## src/rtl/exc_flush_ctrl.sv

```systemverilog
// rtl/exc_flush_ctrl.sv - exception/eret/halt pipeline flush and fetch redirect controller
module exc_flush_ctrl #(
    parameter logic [31:0] EX_VECTOR    = 32'hBFC00380,
    parameter int unsigned FLUSH_CYCLES = 2
) (
    input  logic        clk,
    input  logic        rst,
    input  logic        wb_ex,
    input  logic        wb_eret,
    input  logic        wb_hlt,
    input  logic [31:0] epc,
    input  logic        ie,
    input  logic        exl,
    input  logic [7:0]  int_mask,
    input  logic [7:0]  int_sig,
    input  logic        redirect_ready,
    output logic        flush,
    output logic        fetch_stall,
    output logic        redirect_valid,
    output logic [31:0] redirect_pc,
    output logic        int_pending,
    output logic        halted,
    output logic [15:0] ex_count,
    output logic [15:0] eret_count
);

    typedef enum logic [1:0] {
        S_IDLE,
        S_FLUSH,
        S_REDIRECT,
        S_HALT
    } state_t;

    localparam logic [3:0] CNT_LOAD = 4'(FLUSH_CYCLES - 1);

    state_t      state_q, state_d;
    logic [31:0] target_q, target_d;
    logic [3:0]  cnt_q, cnt_d;
    logic [15:0] ex_cnt_q, eret_cnt_q;
    logic        int_pending_q;
    logic        accept_ex, accept_eret;

    always_ff @(posedge clk) begin
        if (rst) begin
            state_q       <= S_IDLE;
            target_q      <= 32'h0;
            cnt_q         <= 4'h0;
            ex_cnt_q      <= 16'h0;
            eret_cnt_q    <= 16'h0;
            int_pending_q <= 1'b0;
        end else begin
            state_q       <= state_d;
            target_q      <= target_d;
            cnt_q         <= cnt_d;
            if (accept_ex && ex_cnt_q != 16'hFFFF) begin
                ex_cnt_q <= ex_cnt_q + 16'd1;
            end
            if (accept_eret && eret_cnt_q != 16'hFFFF) begin
                eret_cnt_q <= eret_cnt_q + 16'd1;
            end
            // An interrupt is only tagged when no WB event is about to flush the pipe.
            int_pending_q <= (state_q == S_IDLE) && ie && !exl && (|(int_sig & int_mask))
                             && !wb_ex && !wb_eret && !wb_hlt;
        end
    end

    always_comb begin
        state_d     = state_q;
        target_d    = target_q;
        cnt_d       = cnt_q;
        accept_ex   = 1'b0;
        accept_eret = 1'b0;
        case (state_q)
            S_IDLE: begin
                if (wb_hlt) begin
                    state_d = S_HALT;
                end else if (wb_ex) begin
                    state_d   = S_FLUSH;
                    target_d  = EX_VECTOR;
                    cnt_d     = CNT_LOAD;
                    accept_ex = 1'b1;
                end else if (wb_eret) begin
                    state_d     = S_FLUSH;
                    target_d    = epc;
                    cnt_d       = CNT_LOAD;
                    accept_eret = 1'b1;
                end
            end
            S_FLUSH: begin
                if (cnt_q == 4'h0) begin
                    state_d = S_REDIRECT;
                end else begin
                    cnt_d = cnt_q - 4'd1;
                end
            end
            S_REDIRECT: begin
                if (redirect_ready) begin
                    state_d = S_IDLE;
                end
            end
            S_HALT: begin
                state_d = S_HALT;
            end
            default: begin
                state_d = S_IDLE;
            end
        endcase
    end

    assign flush          = (state_q == S_FLUSH) || (state_q == S_HALT);
    assign fetch_stall    = (state_q != S_IDLE);
    assign redirect_valid = (state_q == S_REDIRECT);
    assign redirect_pc    = redirect_valid ? target_q : 32'h0;
    assign halted         = (state_q == S_HALT);
    assign int_pending    = int_pending_q;
    assign ex_count       = ex_cnt_q;
    assign eret_count     = eret_cnt_q;

endmodule

```

## config.mk

```make
export PLATFORM = sky130hd
export DESIGN_NAME = exc_flush_ctrl
export DESIGN_NICKNAME = d
export VERILOG_FILES = /design/src/rtl/exc_flush_ctrl.sv
export SDC_FILE = /design/constraint.sdc
export NUM_CORES = 1
export LEC_CHECK = 0
export ABC_AREA = 0
export BUFFER_PORTS_ARGS = -buffer_cell sky130_fd_sc_hd__buf_2
export CAP_MARGIN = 10
export CORE_MARGIN = 2
export CORE_UTILIZATION = 53
export DETAILED_ROUTE_END_ITERATION = 6
export GPL_ROUTABILITY_DRIVEN = 1
export PLACE_DENSITY_LB_ADDON = 0.15
export SLEW_MARGIN = 20
export SYNTH_ARGS = -nofsm -noshare
export SYNTH_HDL_FRONTEND = slang
export SYNTH_SLANG_ARGS = --single-unit
```

## constraint.sdc

```tcl
create_clock -name clk -period 5.3 [get_ports clk]
set_input_delay 0.795 -clock clk [delete_from_list [all_inputs] [get_ports clk]]
set_output_delay 0.795 -clock clk [all_outputs]
set_load 0.02 [all_outputs]
```

==> metrics.txt <==
Yosys cell types 51; clk slew on worst S/H paths approximately 80 ps; CP Class flop to output port; Core Util, Final 0.679; Post-synth EDFFs 0; Pwr per Cell Area approximately 330 mW/mm^2; Worst setup EP type output port; die height 84.7 um; drt wl/cell between 10 and 15 um; top_reg_cell synth dfxtp_1; run status finished, final reports clean; post-route setup TNS 0 ps; hpwl dp between 6 and 7 mm; min-delay src target_q[8]; reg-to-reg startpoint state_q[0]; endpoints failing setup 0; Post-CTS Hold Buffers 0; final hold viol count 0; post-synth net total between 400 and 500; Starting DRT DRC Count 220; wire length of the first global-routing pass about 15 mm; CTS tree yes; Max-slew headroom 0.320; share of layout cells above drive strength 1 0.298; Fmax 360 MHz; ys async rst share 0; post-synthesis sequential area ratio 0.412; design area between 0.004 and 0.005 mm^2; reg2reg end eret_count[14]; MaxCap Viol Count 0; die area around 0.0072 mm^2; hold depth 2; Worst Hold Path EP target_q[8]; drt total wl 8.83 mm; R2R Setup Slk between 2000 and 3000 ps; number of port buffers 124; H-tree depth 3; mapped cell area between 0.003 and 0.004 mm^2; Worst-Margin Slew 1010 ps; Worst path max stage delay slightly below 800 ps; Ys Warns 0; core area ~0.0063 mm^2; NumNets Final 579; Critical Path RT 4510 ps; vias in the first global route approximately 3.2k; Starting Density 0.546; cts repair resizes 0; hold crit path type flop to flop; synth-to-layout area growth 24.2%; DRC viols 0; Ant. Diodes 0; Worst-Skew Late Latency 340 ps; crit path launch type flop; Leak 1.86 nW; Pins Over Slew Limit 0; Final period util 0.524; r2r worst-path depth 6; Arr. time, crit path ~2000 ps; VDD IR max roughly 0.23 mV; GRT Util Overall 0.245; Vias about 3.5k; unrepaired setup endpoints after global routing no; Root Buffer clkbuf_8; setup bufs post-CTS 0; syn_area_per_cell ~8.6 um^2; slowest CP cell ha_1; # IOs between 100 and 150; largest net degree at the start of global routing 77; via density per instance around 5.8; GRT overflow 0; Post-Synthesis Cells 401; antenna violations before repair 0; Post-DP Area between 0.004 and 0.005 mm^2; clk buf depth 2; Yosys reg bits 71; fin crit period approximately 2800 ps; Setup Skew about 10 ps; clk sinks between 70 and 80; row cnt 29; Die W between 80 and 90 um; Crit path max-delay family adder cells; CTS Buf Count 9; Max FO, Critical Path 34; crit path cell chain inv_1, ha_1, and2_1, buf_2; Routed Antenna Nets 0; routability cong. slightly below 0.8; Worst Path Buf+Inv 2; drt first pass iters 4
[where the power goes]
part | leakage [nW] | internal [W] | switching [W] | total [W]
clock network | 0.100 | 0.000228 | 0.000196 | 0.000424
registers | 0.576 | 0.000579 | 0.0000293 | 0.000609
logic | 1.18 | 0.000142 | 0.000234 | 0.000376
total | 1.86 | 0.000950 | 0.000459 | 0.00141
[worst min-delay path, delay by kind of cell, from the launching register on]
family,cells,cell delay [ps]
and+or+nand+nor,1,70
AOI/OAI and AO/OA,1,60
DFF,1,320
[per-layer routing]
layer	part of all wire	vias up	routed length, um	GRT usage
met3	0.074	13	652	0.0649
met2	0.49	115	4300	0.407
met1	0.42	1635	3740	0.307
met4	0.015	0	129	0.0880
met5	0	-	0	0
li1	-	1706	-	-
[metrics by stage]
step,cells,power (W),setup WS [ps],hold slack (ps)
after detailed placement,582,0.000996,2360,475
after floorplan,401,0.000883,3280,452
after global placement,582,0.000984,2340,464
after CTS,598,0.00141,2490,492
final,598,0.00141,2530,483
after global routing,598,0.00149,2250,522
[sequential cells by signal (all words and copies together), names as in the netlist]
name	cells
eret_count	16
target_q	32
state_q	2
int_pending	1
cnt_q	4
ex_count	16
[layout make-up]
class                      instances  area [um^2]
fill                             566         2030
timing repair buffer             127          643
sequential                        71         1420
inverter                          12         45.0
multi-input combinational        295         1890
tap                               77         96.3
clock inverter                     4         45.0
clock buffer                      12          145
[cells in the final DEF, fill, tap and decap left out, types with 8 or more instances in the layout]
cell type	n
nand3_1	9
buf_2	124
o21ai_0	16
dfxtp_1	71
inv_1	12
o22ai_1	12
nor2_1	46
or3_1	12
clkbuf_8	10
nand4_1	8
and2_1	35
a21oi_1	26
nor3_1	10
or4_1	12
nand2_1	13
a22oi_1	22
o31ai_1	13
[cell families (layout without fill, tap and decap cells)]
group / after synthesis / count (layout) / synth area share
mux: 7 / 7 / 0.0218
fa+ha+maj: 7 / 7 / 0.0254
compound gates: 104 / 104 / 0.200
flops: 71 / 71 / 0.412
buf+inv: 35 / 155 / 0.0421
xor+xnor: 1 / 1 / 0.00254
simple gates: 176 / 176 / 0.296
[how the worst max path moves through the flow]
stage | depth (start not counted) | endpoint | slack (ps) | startpoint
after floorplan | 5 | eret_count[13] | 3280 | wb_hlt
after global placement | 5 | eret_count[13] | 2340 | wb_hlt
after detailed placement | 5 | eret_count[14] | 2360 | wb_hlt
after CTS | 4 | redirect_pc[31] | 2490 | state_q[0]
after global routing | 6 | eret_count[10] | 2250 | state_q[0]
final | 4 | redirect_pc[31] | 2530 | state_q[0]
[synth_stat cells (13+ instances only)]
master	instances	area, um^2
dfxtp_1	71	1420
nor2_1	46	173
and2_1	35	219
a21oi_1	26	130
a22oi_1	22	165
clkbuf_1	17	63.8
o21ai_0	17	85.1
nand2_1	13	48.8
o31ai_1	13	97.6
(Power assumes the default switching activity.)
